### config.mk
export PLATFORM = sky130hd
export DESIGN_NAME = lsu_ooq
export DESIGN_NICKNAME = d
export VERILOG_FILES = /design/src/rtl/lsu_pkg.sv /design/src/rtl/lsu_tracker_fifo.sv /design/src/rtl/lsu_ooq.sv
export SDC_FILE = /design/constraint.sdc
export NUM_CORES = 1
export LEC_CHECK = 0
export BUFFER_PORTS_ARGS = -buffer_cell sky130_fd_sc_hd__clkbuf_2
export CAP_MARGIN = 20
export CORE_AREA = 3 3 103 105
export DETAILED_ROUTE_END_ITERATION = 8
export DIE_AREA = 0 0 106 108
export GPL_ROUTABILITY_DRIVEN = 0
export GPL_TIMING_DRIVEN = 0
export PLACE_DENSITY_LB_ADDON = 0.25
export SETUP_SLACK_MARGIN = 0.5
export SYNTH_ARGS = -nofsm -noshare
export SYNTH_HDL_FRONTEND = slang
export SYNTH_HIERARCHICAL = 1
export SYNTH_SLANG_ARGS = --single-unit
### constraint.sdc
create_clock -name clk -period 3.2 [get_ports clk]
set_input_delay 0.48 -clock clk [delete_from_list [all_inputs] [get_ports clk]]
set_output_delay 0.48 -clock clk [all_outputs]
set_load 0.005 [all_outputs]
### src/rtl/lsu_pkg.sv
// Shared types and formatting helpers for the out-of-order-tolerant load/store unit.
// Sizes, request op encoding, exception codes and tracker entry layout live here.
package lsu_pkg;

    localparam logic [1:0] SZ_B = 2'd0;
    localparam logic [1:0] SZ_H = 2'd1;
    localparam logic [1:0] SZ_W = 2'd2;

    typedef struct packed {
        logic       load;
        logic       store;
        logic [1:0] size;
        logic       sign;
    } lsu_op_t;

    typedef enum logic [2:0] {
        EXC_NONE = 3'd0,
        EXC_ALE  = 3'd1,
        EXC_TLBR = 3'd2,
        EXC_PIL  = 3'd3,
        EXC_PIS  = 3'd4,
        EXC_PPI  = 3'd5,
        EXC_PME  = 3'd6
    } lsu_excp_t;

    // Everything needed to format a response once the raw word comes back.
    typedef struct packed {
        logic [1:0] off;
        logic [1:0] size;
        logic       sign;
        logic       store;
    } trk_ent_t;

    function automatic logic [3:0] lsu_wstrb(input logic [1:0] size, input logic [1:0] off);
        case (size)
            SZ_B:    return 4'b0001 << off;
            SZ_H:    return off[1] ? 4'b1100 : 4'b0011;
            default: return 4'b1111;
        endcase
    endfunction

    function automatic logic [31:0] lsu_load_fmt(input logic [31:0] rdata, input trk_ent_t e);
        logic [7:0]  b;
        logic [15:0] h;
        b = rdata[{e.off, 3'b000} +: 8];
        h = e.off[1] ? rdata[31:16] : rdata[15:0];
        if (e.store)
            return 32'h0;
        case (e.size)
            SZ_B:    return {{24{e.sign & b[7]}}, b};
            SZ_H:    return {{16{e.sign & h[15]}}, h};
            default: return rdata;
        endcase
    endfunction

endpackage

### src/rtl/lsu_tracker_fifo.sv
// In-order tracker of outstanding requests; head is visible combinationally.
// flush_mark tags every stored entry as discard so its response is swallowed on pop.
module lsu_tracker_fifo #(
    parameter int  DEPTH = 4,
    parameter type T     = logic [5:0]
) (
    input  logic                       clk,
    input  logic                       reset,
    input  logic                       push,
    input  T                           din,
    input  logic                       pop,
    input  logic                       flush_mark,
    output logic [$clog2(DEPTH):0]     count,
    output T                           head,
    output logic                       head_discard
);
    localparam int AW = $clog2(DEPTH);
    localparam int CW = AW + 1;

    T                 mem [DEPTH];
    logic [DEPTH-1:0] discard;
    logic [AW-1:0]    head_ptr;
    logic [AW-1:0]    tail_ptr;
    logic             push_en;
    logic             pop_en;

    assign push_en      = push && (count != CW'(DEPTH));
    assign pop_en       = pop && (count != '0);
    assign head         = mem[head_ptr];
    assign head_discard = discard[head_ptr];

    always_ff @(posedge clk) begin
        if (reset) begin
            count    <= '0;
            head_ptr <= '0;
            tail_ptr <= '0;
            discard  <= '0;
        end else begin
            if (flush_mark)
                discard <= '1;
            if (push_en) begin
                mem[tail_ptr]     <= din;
                discard[tail_ptr] <= 1'b0;
                tail_ptr          <= tail_ptr + AW'(1);
            end
            if (pop_en)
                head_ptr <= head_ptr + AW'(1);
            count <= count + CW'(push_en) - CW'(pop_en);
        end
    end

endmodule

### src/rtl/lsu_ooq.sv
// Load/store unit keeping up to OUTSTANDING dcache requests in flight between EX1 and dcache/MMU.
// Accept is a zero-cycle handshake; responses are formatted in the same cycle as dc_data_ok.
module lsu_ooq
    import lsu_pkg::*;
#(
    parameter int OUTSTANDING = 4,
    parameter int TAG_W       = 20,
    parameter int IDX_W       = 8,
    parameter int OFF_W       = 4
) (
    input  logic              clk,
    input  logic              reset,
    input  logic              req_valid,
    output logic              req_ready,
    input  logic [31:0]       req_addr,
    input  lsu_op_t           req_op,
    input  logic [31:0]       req_wdata,
    input  logic              flush,
    output logic              excp_valid,
    output lsu_excp_t         excp_code,
    output logic              resp_valid,
    output logic [31:0]       resp_data,
    output logic              busy,
    output logic              protocol_err,
    output logic              mmu_valid,
    output logic [TAG_W-1:0]  mmu_vtag,
    input  logic              mmu_ok,
    input  logic [TAG_W-1:0]  mmu_ptag,
    input  logic [1:0]        mmu_mat,
    input  logic              mmu_fault,
    input  logic              mmu_invalid,
    input  logic              mmu_dirty,
    input  logic              mmu_plv,
    output logic              dc_valid,
    input  logic              dc_addr_ok,
    output logic              dc_store,
    output logic [TAG_W-1:0]  dc_tag,
    output logic [IDX_W-1:0]  dc_index,
    output logic [OFF_W-1:0]  dc_offset,
    output logic [1:0]        dc_size,
    output logic [3:0]        dc_wstrb,
    output logic [31:0]       dc_wdata,
    output logic              dc_uncached,
    input  logic              dc_data_ok,
    input  logic [31:0]       dc_rdata
);
    localparam int CW = $clog2(OUTSTANDING) + 1;

    logic           xlat_held;
    logic           xlat_ok;
    lsu_excp_t      code;
    logic [CW-1:0]  count;
    trk_ent_t       push_ent;
    trk_ent_t       head;
    logic           head_discard;
    logic           pop;

    assign xlat_ok = mmu_ok | xlat_held;

    // Misalignment is known from the address alone, so it wins before translation is back.
    always_comb begin
        code = EXC_NONE;
        if ((req_op.size == SZ_H && req_addr[0]) ||
            (req_op.size == SZ_W && req_addr[1:0] != 2'b00))
            code = EXC_ALE;
        else if (xlat_ok) begin
            if (mmu_fault)                        code = EXC_TLBR;
            else if (mmu_invalid && req_op.load)  code = EXC_PIL;
            else if (mmu_invalid && req_op.store) code = EXC_PIS;
            else if (mmu_plv)                     code = EXC_PPI;
            else if (mmu_dirty && req_op.store)   code = EXC_PME;
        end
    end

    assign excp_valid = req_valid && !flush && (code != EXC_NONE);
    assign excp_code  = excp_valid ? code : EXC_NONE;
    assign mmu_valid  = req_valid && !xlat_held && !flush;
    assign mmu_vtag   = req_addr[31 -: TAG_W];

    assign dc_valid  = req_valid && xlat_ok && (code == EXC_NONE) && !flush &&
                       (count < CW'(OUTSTANDING));
    assign req_ready = dc_valid && dc_addr_ok;

    assign dc_store    = req_op.store;
    assign dc_tag      = mmu_ptag;
    assign dc_index    = req_addr[OFF_W +: IDX_W];
    assign dc_offset   = req_addr[OFF_W-1:0];
    assign dc_size     = req_op.size;
    assign dc_wstrb    = lsu_wstrb(req_op.size, req_addr[1:0]);
    assign dc_uncached = (mmu_mat == 2'd0);

    always_comb begin
        case (req_op.size)
            SZ_B:    dc_wdata = {4{req_wdata[7:0]}};
            SZ_H:    dc_wdata = {2{req_wdata[15:0]}};
            default: dc_wdata = req_wdata;
        endcase
    end

    assign push_ent = '{off: req_addr[1:0], size: req_op.size, sign: req_op.sign, store: req_op.store};
    assign pop      = dc_data_ok && (count != '0);

    lsu_tracker_fifo #(.DEPTH(OUTSTANDING), .T(trk_ent_t)) u_tracker (
        .clk          (clk),
        .reset        (reset),
        .push         (req_ready),
        .din          (push_ent),
        .pop          (pop),
        .flush_mark   (flush),
        .count        (count),
        .head         (head),
        .head_discard (head_discard)
    );

    assign busy       = (count != '0);
    assign resp_valid = pop && !head_discard && !flush;
    assign resp_data  = resp_valid ? lsu_load_fmt(dc_rdata, head) : 32'h0;

    always_ff @(posedge clk) begin
        if (reset) begin
            xlat_held    <= 1'b0;
            protocol_err <= 1'b0;
        end else begin
            if (req_ready || excp_valid || flush)
                xlat_held <= 1'b0;
            else if (mmu_ok)
                xlat_held <= 1'b1;
            if (dc_data_ok && count == '0)
                protocol_err <= 1'b1;
        end
    end

endmodule
Word level (Yosys, flattened, before mapping) --
Memory sizes are Yosys's and may differ from the RTL's. A register that Yosys moved wholly into a read port is not among the register bits. Index checks and enable logic that the tools add are counted.
Storage, ports and cells: register bits 13, memory bits (writable) 24, bits of input ports 134, output and inout port bits 134, logic and storage cells 91, memories kept 1
Operators by class: add/subtract/negate cells 4, $lt $le $gt $ge 4, equality and inequality tests 4, shift-type cells 2, mux-type cells 29, bitwise operators 5, reduce and logical (&&, ||, !) cells 36
Memory list:
- u_tracker.mem | words 4, bits a word 6, rd ports 1, clocked after Yosys merged registers in 1, wr ports 1, line lsu_tracker_fifo.sv:20 | T mem [DEPTH];
Operators by type and width (number):
- case mux 32 bit (2 select lines) | 2
- two-way mux 32 bit | 3
- indexed part select 32 x 6 -> 8 bit | 1
- two-way mux 3 bit | 8
- logical AND 1 bit | 21
- two-way mux 16 bit | 1
- two-way mux 4 bit | 4
- case mux 4 bit (2 select lines) | 1
- logical NOT 2 bit | 3
- logical NOT 3 bit | 2
- less-than comparator 2 x 3 -> 1 bit, second input constant | 2
- two-way mux 1 bit | 6
- nonzero test 3 bit | 2
- adder 2 x 1 -> 2 bit, second input constant | 2
- AND 4 bit | 1
- == test 2 x 1 -> 1 bit, second input constant | 2
- two-way mux 2 bit | 2
- NOT 4 bit | 1
- left shift 1 x 2 -> 4 bit, first input constant | 1
- adder 3 x 1 -> 3 bit | 1
- logical NOT 1 bit | 3
- logical OR 1 bit | 3
- less-than comparator 3 bit, second input constant | 1
- != test 3 bit, second input constant | 1
- other kinds (9) | 10

Depth between registers and ports, before layout --
Gate-level depths: netlist (run 1).
depth in word-level cells 17, gate-level depth with buffers 11, mapped depth without buffers 10

By module --
The synthesis (run 1) kept the hierarchy.
Modules (own cells, without submodules):
- lsu_ooq | times used 1, cells each 287, area an instance 1845.5 um2, seq. area each 40.0 um2
- lsu_tracker_fifo | times used 1, cells each 92, area an instance 1490.2 um2, seq. area each 980.9 um2

Worst setup path after synthesis (run 1) --
Ideal clock, no wire load.
path kind input port to flip-flop, from input flush, to register u_tracker.count[2], library setup time 128 ps, data arrival time 2756 ps, data required time 3072 ps, path slack 316 ps, cell stages on the path 11, path buffers 1, cell sequence nand2b_1 > or4b_1 > nor3_1 > o31a_1 > buf_6 > xnor2_1 > ha_1 > fa_1 > xnor2_1 > xnor2_1 > nor2_1
On the way: cells in the longest elaborated chain, start to end 7
Ends and longest elaborated chain:
- start: declaration | line lsu_ooq.sv:18 | input logic flush,
- logical NOT 1 bit | line lsu_ooq.sv:80 | assign dc_valid = req_valid && xlat_ok && (code == EXC_NONE) && !flush &&
- logical AND 1 bit (2 in series) | line lsu_ooq.sv:80
- logical AND 1 bit | line lsu_ooq.sv:82 | assign req_ready = dc_valid && dc_addr_ok;
- net req_ready | line lsu_ooq.sv:14 | output logic req_ready,
- logical AND 1 bit | line lsu_tracker_fifo.sv:27 | assign push_en = push && (count != CW'(DEPTH));
- adder 3 x 1 -> 3 bit | line lsu_tracker_fifo.sv:48 | count <= count + CW'(push_en) - CW'(pop_en);
- subtractor 3 x 1 -> 3 bit | line lsu_tracker_fifo.sv:48
- end signal: assignment | line lsu_tracker_fifo.sv:48
- end: declaration | line lsu_tracker_fifo.sv:13 | output logic [$clog2(DEPTH):0] count,
The timed path passes the listed nets, and every way through them passes these cells. A chain may end at the register's enable or synchronous reset.

==> parameters.txt, run 1 <==
Parameter                              Value

Run status
  Status    complete, no violations

Yosys
  Proportion of synthesized chip area in sequential cells    0.306
  Cells after Synth    between 300 and 400
  Cell area after synthesis    approximately 3300 sq um
  Proportion of netlist area held by the largest area contributor    0.216
  Cell types with the largest area share after synthesis    edfxtp_1 (22%), buf_4 (14%), dfxtp_1 (9.0%), mux2_2 (5.4%), nand2_1 (4.8%)
  Post-synth cell types    46
  Number of flops mapped to enable cells by yosys    24
  Count of state elements after synthesis    39
  Leading area contributor after synthesis    edfxtp_1
  Count of warnings emitted by yosys    6
  Post-synthesis async set-or-reset flop share    0
  Net count of the mapped netlist    slightly above 500
  Average footprint of a synthesized cell    ~8.8 sq um
  Most used DFF post-synth    edfxtp_1

Die
  Die area    roughly 11,000 sq um
  Ports placed on the boundary    ~270
  Die Span X    between 100 and 150 um
  Core region area    9730 sq um
  Row count    36
  Die Span Y    around 110 um
  Effective utilization at floorplan    0.343

Route
  Number of iterations in the first detailed-routing pass    4
  Final ANT Viol Nets    0
  DRC errors left    0
  Overall via count from detail_route    around 3,600
  Via/cell ratio    4.84
  WL per Instance    15.1 um
  Total detailed-routing wirelength    approximately 11,000 um
  Detailed router's first-iteration violation count    between 150 and 200

Timing
  Final cycle utilization of the critical path    0.932
  Final critical path time including I/O delays and setup    a little under 3000 ps
  Max Clock Freq    roughly 340 MHz
  Hold_ws    about 380 ps
  Final WS setup    ~220 ps
  Max-slew violation count    0
  Transition time of the tightest slew-check pin    approximately 860 ps
  Max Clock Skew    8.67 ps
  Setup tns final    0 ps
  Setup repair after global routing missed its margin    yes
  Hold violation total from the final report    0
  Count of endpoints failing setup in the final report    0
  Worst-case headroom to the max-slew limit    0.423

Global route
  Largest net degree at the start of global routing    14
  Global-route wire length before repair    16,600 um
  Antenna violations before repair    0
  Leftover overflow at the end of global routing    0
  Total global-route track usage    0.179
  Vias in the first global route    between 3,000 and 4,000

Job
  Count of maximum capacitance violations    0

Worst hold path
  Capture endpoint of the worst hold path    protocol_err$_SDFFE_PP0P_
  Worst min-delay path category    in -> reg
  Startpoint of the worst hold path    reset
  Number of instances on the worst hold path    2

Power
  Portion of total power attributed to the clock network    0.355
  Worst IR drop on VDD    about 0.17 mV
  P_int    between 0.001 and 0.0015 W
  Static leakage    approximately 2.5 nW
  Switch share    0.232
  Overall power after layout    about 0.0013 W
  Flop pwr share    0.404
  Share of power burned in combinational logic    0.241
  Pwr dens    around 260 nW/um^2
  Switch Pwr    0.000310 W

Place
  Instance count after placement with tap cells included    729
  Worst setup slack before clock tree synthesis    between 30 and 40 ps
  Total of buffers placed on input and output ports    217
  Post-detail-place hpwl    9090 um

Setup path
  Data arrival at the endpoint of the critical path    between 2000 and 3000 ps
  Reg-to-reg setup timing slack    approximately 640 ps
  Max stage delay cell, worst path    mux4_2
  Worst R2R Start    u_tracker/count[2]$_SDFF_PP0_
  Number of cell instances on the worst register-to-register path    10
  Required time of the critical path    about 2700 ps
  Worst Path Class, Setup    reg -> out
  Element type at the critical path start    register
  Number of buffers and inverters on the critical path    4
  Critical Path Most Common Cell    buf_6
  Worst r2r dst    u_tracker/count[2]$_SDFF_PP0_
  Maximum fanout along the worst path    6
  Sequence of cells on the critical path    buf_6, mux4_2, or4_4, buf_6, o21bai_4, clkbuf_16, a21oi_2, buf_2
  Crit path capture type    output pin
  Peak per-stage delay on the critical path    about 500 ps
  Critical path's top delay family    buffers and inverters

Clocking
  Clock Root Buffer    clkbuf_8
  Clock transition at the registers of the reported paths    approximately 80 ps
  Count of clock tree sinks    39
  Longest Clk Path Bufs    2
  Clock Latency Late Sink    about 290 ps
  Clock buffer count from CTS    5
  TritonCTS clock tree    built
  H-tree lvl count    2

Cells and area
  Fraction of final layout cells sized beyond drive strength 1    0.635
  Antenna diode instance count    0
  Layout-stage area growth over the synthesis result    53.1%
  Nets    between 700 and 800
  Filler-free cell count of the finished design    approximately 750
## metal layers
metal,vias up,wire length (um),track usage
li1,1742,-,-
met1,1655,4150,0.201
met2,196,5990,0.343
met3,16,898,0.0322
met4,0,194,0.0546
met5,-,0,0
## area by class of cell
cell class | count | area, sq um
Buffer | 82 | 607
Clock buffer | 5 | 68.8
Clock inverter | 3 | 67.6
Fill cell | 940 | 4620
Inverter | 18 | 67.6
Multi-Input combinational cell | 240 | 1930
Sequential cell | 39 | 1020
Tap cell | 133 | 166
Timing Repair Buffer | 226 | 1180
## cell usage in the layout, fill, tap and decap left out, types with 5 or more instances in the layout
cell	n
o21ai_0	17
buf_4	71
buf_6	6
a21oi_1	8
nand2_1	42
or3_1	9
dfxtp_1	13
edfxtp_1	24
clkbuf_8	5
nor2_1	26
a21oi_2	16
inv_1	17
mux4_2	7
mux2_2	16
clkbuf_1	5
nand2b_1	5
o21ai_1	6
a211oi_1	7
clkbuf_2	196
a221oi_2	6
mux2i_1	9
buf_2	25
## worst reg2reg max path, delay by kind of cell, from the launching register on
kind,cells,cell delay [ps]
AO/OA/AOI/OAI,1,180
XOR/XNOR,3,380
adder cells (fa/ha/maj),2,550
buffers and inverters,1,140
flip-flops,1,420
AND/OR/NAND/NOR,3,790
## worst max-delay path by stage
stage               cells after the start  slack [ps]  startpoint                       endpoint
global route                            8         140    register                  resp_data[12]
detailed placement                      6          40       flush  u_tracker/mem[3][4]$_DFFE_PP_
CTS                                     8         140    register                  resp_data[30]
floorplan                              11         440       flush  u_tracker/count[2]$_SDFF_PP0_
finish                                  8         220    register                  resp_data[21]
global placement                        6          20       flush  u_tracker/mem[2][4]$_DFFE_PP_
## state kept, by name (all words and copies together) (netlist names), named ones only
register,cells
xlat_held,1
u_tracker/tail_ptr,2
u_tracker/mem,24
protocol_err,1
u_tracker/head_ptr,2
u_tracker/count,3
u_tracker/discard,4
## cell usage after synthesis, types with 9 or more instances
library cell  count
o21ai_0          26
a211oi_1         11
inv_1            17
mux2i_1          12
or3_1             9
a21oi_2          10
mux2_2           16
edfxtp_1         24
nor2_1           28
a21oi_1          16
dfxtp_1          15
buf_4            63
clkbuf_1         10
nand2_1          43
## power groups by stage
stage | combinational (W) | sequential, W | clock [W]
final | 0.000322 | 0.000540 | 0.000475
after global routing | 0.000354 | 0.000541 | 0.000516
after detailed placement | 0.000312 | 0.000551 | 0
after CTS | 0.000320 | 0.000540 | 0.000487
after global placement | 0.000309 | 0.000551 | 0
after floorplan | 0.000153 | 0.000551 | 0
## kinds of logic after synthesis
| group | Yosys count | synth area share |
|---|---|---|
| and+or+nand+nor | 104 | 0.147 |
| buffers and inverters | 100 | 0.189 |
| AOI/OAI and AO/OA | 89 | 0.178 |
| DFF | 39 | 0.306 |
| muxes | 36 | 0.142 |
| adders and majority gates | 6 | 0.0248 |
| xor gates and xnor gates | 5 | 0.0131 |
## per-stage QoR
stage / instance area, sq um / util
after CTS: 5010 / 0.515
after global routing: 5110 / 0.525
after detailed placement: 4620 / 0.475
after floorplan: 3370 / -
after global placement: 4620 / 0.475
final: 5110 / 0.525
## timing repair
| action | 4_1_cts | 5_1_grt |
|---|---|---|
| pin swaps | 5 | 6 |
| cloned | 1 | 0 |
| gates resized for setup | 42 | 64 |
| buffers inserted | 5 | 3 |
| endpoints found under the setup margin | 57 | 33 |
| hold buffers | 0 | 0 |
No activity file was read; power rests on OpenSTA's default activity.
==> run 2, diff against run 1 <==
Settings changed: ABC_AREA set to 1, CORE_AREA 3 3 103 105 to 3 3 104 106, DIE_AREA 0 0 106 108 to 0 0 107 109, REMOVE_ABC_BUFFERS set to 1.
==> parameters.txt, run 2 <==
Parameter                              Value

Run status
  Status    complete, no violations

Timing
  Hold violation total from the final report    0
  Count of endpoints failing setup in the final report    0
  Worst-case headroom to the max-slew limit    0.433
  Transition time of the tightest slew-check pin    848 ps
  Final cycle utilization of the critical path    0.856
  Setup tns final    0 ps
  Final WS setup    around 460 ps
  Final critical path time including I/O delays and setup    between 2000 and 3000 ps
  Max Clock Freq    about 370 MHz
  Max Clock Skew    between 7 and 8 ps
  Max-slew violation count    0
  Setup repair after global routing missed its margin    yes

Yosys
  Count of warnings emitted by yosys    6
  Average footprint of a synthesized cell    7.08 sq um
  Most frequent cell after synthesis    nand2_1
  Cells after Synth    a little over 500
  Post-synthesis async set-or-reset flop share    0
  Proportion of synthesized chip area in sequential cells    0.285
  Proportion of netlist area held by the largest area contributor    0.201
  Cell types with the largest area share after synthesis    edfxtp_1 (20%), buf_4 (14%), nand2_1 (11%), dfxtp_1 (8.4%), nor2_1 (7.7%)
  Most used DFF post-synth    edfxtp_1
  Count of state elements after synthesis    39
  Number of flops mapped to enable cells by yosys    24
  Leading area contributor after synthesis    edfxtp_1
  Cell area after synthesis    ~3600 sq um
  Most common library cells after synthesis    nand2_1 (103), nor2_1 (73), buf_4 (67)
  Post-synth cell types    35

Cells and area
  Layout-stage area growth over the synthesis result    29.2%
  Nets    ~770
  Most common cell after layout, fill and taps aside    clkbuf_2
  Number of flip-flops under the largest register name    24
  Regs by FF count    u_tracker/mem x24, u_tracker/discard x4, u_tracker/count x3
  Sequential cell area    between 1000 and 1500 sq um
  Commonest cells after routing, fill and taps aside    clkbuf_2 (164), nand2_1 (103), nor2_1 (61)
  Total area of multi-input combinational cells    1970 sq um
  Register with the highest flop count    u_tracker/mem
  Antenna diode instance count    0
  Design area    ~4600 sq um
  Fraction of final layout cells sized beyond drive strength 1    0.437
  Layout fillers    962

Setup path
  Crit path capture type    output pin
  Element type at the critical path start    register
  Worst Path Class, Setup    reg -> out
  Required time of the critical path    about 2700 ps
  Data arrival at the endpoint of the critical path    about 2300 ps
  Maximum fanout along the worst path    8
  Worst R2R Start    xlat_held$_SDFFE_PP0P_

Clocking
  Clock transition at the registers of the reported paths    roughly 70 ps
  TritonCTS clock tree    built
  H-tree lvl count    2
  Post-CTS Hold Fix Bufs    0
  Clock Root Buffer    clkbuf_8
  Count of clock tree sinks    39
  Longest Clk Path Bufs    2
  Clock buffer count from CTS    5
  Clock Latency Late Sink    between 200 and 300 ps

Route
  Total detailed-routing wirelength    approximately 12,000 um
  Overall via count from detail_route    ~3,700
  WL per Instance    ~16 um
  Via/cell ratio    ~4.9
  Number of iterations in the first detailed-routing pass    4
  Final ANT Viol Nets    0
  Detailed router's first-iteration violation count    ~160
  DRC errors left    0

Power
  Worst IR drop on VDD    ~0.14 mV
  Static leakage    about 2.3 nW
  Pwr dens    between 200 and 250 nW/um^2
  Overall power after layout    0.00112 W

Die
  Ports placed on the boundary    between 200 and 300
  Row count    36
  Effective utilization at floorplan    0.363
  Core region area    slightly below 10,000 sq um
  Die area    about 12,000 sq um
  Die Span Y    between 100 and 150 um
  Die Span X    ~110 um

Global route
  Largest net degree at the start of global routing    25
  Global-route wire length before repair    between 15,000 and 20,000 um
  Total global-route track usage    0.195
  Vias in the first global route    between 3,000 and 4,000
  Leftover overflow at the end of global routing    0
  Antenna violations before repair    0

Worst hold path
  Startpoint of the worst hold path    req_op[0]
  Worst min-delay path category    in -> reg

Place
  Standard cell area after detailed placement    about 4000 sq um
  Post-detail-place hpwl    8810 um
  Total of buffers placed on input and output ports    around 170
  Worst setup slack before clock tree synthesis    -893 ps

Job
  Count of maximum capacitance violations    0
[run 2: cell count changes in the layout (fill, tap and decap cells not counted), moves of 10 or more]
cell,change
nand2_1,+61
buf_4,-52
nor2_1,+35
clkbuf_2,-32
inv_1,+32
buf_2,-23
mux2_2,-16
nor2_4,+15
a21boi_0,+14
nand3_1,+14
a21oi_2,-12
o21ai_0,+10
[run 2: metrics by stage]
stage	std cells	utilization	hold WS, ps
2_1_floorplan	424	-	441
3_3_place_gp	724	0.404	440
3_5_place_dp	725	0.405	442
4_1_cts	751	0.446	424
5_1_grt	763	0.469	432
6_report	763	0.469	419
[run 2: critical path: stages, from the launching register on]
cell and delay (ps):
dfxtp_4 400, buf_8 150, o21ai_4 150, o22ai_4 120, buf_6 140, nor2_8 110
nand2_8 60, o21ai_4 200, nand2_2 90, nand3_4 170, nand2_8 140, nor2_4 120
clkbuf_2 110
[run 2: cell families after synthesis]
kind of cell,after synthesis,share of synthesized area
adders and majority gates,6,0.0231
buffers and inverters,136,0.225
DFF,39,0.285
and+or+nand+nor,229,0.302
AOI/OAI and AO/OA,95,0.165
[run 2: per-layer routing]
metal | GRT usage | up-vias | part of all wire
li1 | - | 1819 | -
met1 | 0.237 | 1615 | 0.42
met2 | 0.299 | 255 | 0.43
met3 | 0.110 | 13 | 0.14
met4 | 0.0438 | 0 | 0.012
met5 | 0.0268 | - | 0
[run 2: area by class of cell]
class,instances,area share
repair buffers,196,0.244
inverters,55,0.0509
multi-input cells,331,0.426
repair inverters,1,0.00162
clock buffers,5,0.0149
well taps,133,0.0360
flip-flops and latches,39,0.223
clock inverters,3,0.00433
[run 2: where the power goes]
part | total (W) | switching, W | internal, W
Combinational | 0.000251 | 0.000138 | 0.000113
Clock | 0.000325 | 0.000173 | 0.000151
Sequential | 0.000542 | 0.00000472 | 0.000538
Total | 0.00112 | 0.000315 | 0.000802
[run 2: repair_timing]
action,in CTS,in global routing
cloned,2,0
buffers inserted,16,12
resized for setup,38,42
endpoints found under the setup margin,60,53
pin swaps,5,15
[run 2: worst paths after layout]
kind	endpoint	slack, ps	cells past startpoint
worst max-delay path	resp_data[25]	460	12
worst max register to register	u_tracker/mem[0][3]$_DFFE_PP_	800	10
worst min register to register	protocol_err$_SDFFE_PP0P_	450	2
worst min-delay path	u_tracker/mem[2][1]$_DFFE_PP_	420	1
==> run 3, diff against run 2 <==
Settings changed: CORE_AREA 3 3 104 106 to 2 2 103 105, DIE_AREA 0 0 107 109 to 0 0 105 107, MAX_ROUTING_LAYER set to met4.
==> parameters.txt, run 3 (synthesized netlist as in run 2, its figures left out) <==
Parameter                              Value

Cells and area
  Commonest cells after routing, fill and taps aside    clkbuf_2 (166), nand2_1 (101), nor2_1 (61)
  Layout fillers    approximately 1,100
  Filler-free cell count of the finished design    770
  Most common cell after layout, fill and taps aside    clkbuf_2
  Antenna diode instance count    0
  Regs by FF count    u_tracker/mem x24, u_tracker/discard x4, u_tracker/count x3
  Number of flip-flops under the largest register name    24
  Fin util    0.465
  Layout-stage area growth over the synthesis result    31.3%
  Register with the highest flop count    u_tracker/mem
  Fraction of final layout cells sized beyond drive strength 1    0.453
  Nets    roughly 770

Place
  Instance count after placement with tap cells included    728
  Post-detail-place hpwl    between 9000 and 10,000 um
  Total of buffers placed on input and output ports    about 170

Clocking
  Clock Latency Late Sink    a little under 300 ps
  H-tree lvl count    2
  Longest Clk Path Bufs    2
  Count of clock tree sinks    39
  Post-CTS Hold Fix Bufs    0
  Clock Root Buffer    clkbuf_8
  Clock transition at the registers of the reported paths    approximately 80 ps
  Clock buffer count from CTS    5
  TritonCTS clock tree    built

Power
  Share of power burned in combinational logic    0.229
  Flop pwr share    0.480
  Static leakage    between 2 and 2.5 nW
  P_int    0.000804 W
  Portion of total power attributed to the clock network    0.291
  Switch Pwr    0.000326 W
  Switch share    0.288
  Worst IR drop on VDD    0.165 mV
  Pwr dens    around 240 nW/um^2

Setup path
  Critical Path Most Common Cell    buf_4
  Data arrival at the endpoint of the critical path    between 2000 and 2500 ps
  Sequence of cells on the critical path    inv_8, buf_4, o21ai_1, o22ai_2, buf_4, inv_2, nand3_2, o21ai_4, nand2_2, nand3_4, nand2_8, nor2_4, clkbuf_2
  Worst Path Class, Setup    reg -> out
  Required time of the critical path    2720 ps
  Peak per-stage delay on the critical path    between 400 and 500 ps
  Number of cell instances on the worst register-to-register path    14
  Maximum fanout along the worst path    8
  Element type at the critical path start    register
  Crit path capture type    output pin
  Max stage delay cell, worst path    dfxtp_4

Die
  Die area    roughly 11,000 sq um
  Ports placed on the boundary    roughly 270
  Die Span Y    about 110 um
  Row count    37
  Effective utilization at floorplan    0.354
  Core region area    10,100 sq um
  Die Span X    105 um

Timing
  Hold violation total from the final report    0
  Transition time of the tightest slew-check pin    roughly 900 ps
  Max-slew violation count    0
  Hold_ws    between 400 and 500 ps
  Count of endpoints failing setup in the final report    0
  Worst-case headroom to the max-slew limit    0.408
  Max Clock Skew    ~8.5 ps
  Setup repair after global routing missed its margin    yes
  Final cycle utilization of the critical path    0.844
  Max Clock Freq    370 MHz
  Final critical path time including I/O delays and setup    2700 ps

Route
  Detailed router's first-iteration violation count    171
  Via/cell ratio    approximately 5
  DRC errors left    0
  Total detailed-routing wirelength    12,500 um
  Overall via count from detail_route    ~3,800
  Final ANT Viol Nets    0
  WL per Instance    16.3 um
  Number of iterations in the first detailed-routing pass    6

Global route
  Antenna violations before repair    0
  Vias in the first global route    approximately 3,700
  Leftover overflow at the end of global routing    0
  Global-route wire length before repair    a little under 20,000 um
  Total global-route track usage    0.226
  Largest net degree at the start of global routing    25

Worst hold path
  Worst min-delay path category    in -> reg
  Number of instances on the worst hold path    1

Job
  Count of maximum capacitance violations    0

Run status
  Status    complete, no violations
==> run 3: critical path: cells and delay by family (launching register included) <==
family | cells | cell delay [ps]
flops | 1 | 420
compound gates | 3 | 330
simple gates | 5 | 620
buf+inv | 5 | 550
==> run 3: what timing repair did <==
item | in CTS | in global routing
hold endpoints to repair | 0 | 0
buffers inserted | 21 | 11
setup endpoints to repair | 60 | 34
cloned | 2 | 0
pin swaps | 11 | 15
resized for setup | 41 | 39
==> run 3: path summary, 6_finish.rpt <==
| kind | start | to | slack (ps) |
|---|---|---|---|
| worst max-delay path | register | resp_data[27] | 500 |
| worst min register to register | protocol_err$_SDFFE_PP0P_ | protocol_err$_SDFFE_PP0P_ | 460 |
| worst min-delay path | req_op[0] | u_tracker/mem[2][1]$_DFFE_PP_ | 400 |
| worst max register to register | xlat_held$_SDFFE_PP0P_ | u_tracker/count[2]$_SDFF_PP0_ | 790 |
==> run 3: routing by layer <==
metal / wire, um / global-route usage / vias to the layer above
met5: 0 / - / -
met4: 146 / 0.0619 / 0
met3: 1360 / 0.0900 / 12
met2: 5740 / 0.355 / 246
met1: 5280 / 0.269 / 1765
li1: - / - / 1826
==> run 3: area by class of cell <==
cell class	instances	area [sq um]	share of cell area
multi-input cells	331	2010	0.428
inverters	55	225	0.0480
clock buffers	5	68.8	0.0147
flip-flops and latches	39	1030	0.219
clock inverters	3	20.0	0.00426
repair inverters	1	7.51	0.00160
well taps	136	170	0.0362
repair buffers	200	1170	0.248
==> run 3: power groups by stage <==
stage | clock network (W) | registers (W) | logic [W]
after floorplan | 0 | 0.000555 | 0.000101
after global placement | 0 | 0.000555 | 0.000237
after detailed placement | 0 | 0.000555 | 0.000239
after CTS | 0.000337 | 0.000542 | 0.000250
after global routing | 0.000357 | 0.000543 | 0.000289
final | 0.000328 | 0.000542 | 0.000259
==> run 3: per-stage QoR <==
| stage | power (W) | area [sq um] | setup slack (ps) | setup TNS [ps] |
|---|---|---|---|---|
| 2_1_floorplan | 0.000656 | 2980 | 80.7 | 0 |
| 3_3_place_gp | 0.000792 | 3990 | -750 | -27200 |
| 3_5_place_dp | 0.000794 | 3990 | -782 | -27840 |
| 4_1_cts | 0.00113 | 4470 | 480 | 0 |
| 5_1_grt | 0.00119 | 4700 | 391 | 0 |
| 6_report | 0.00113 | 4700 | 500 | 0 |
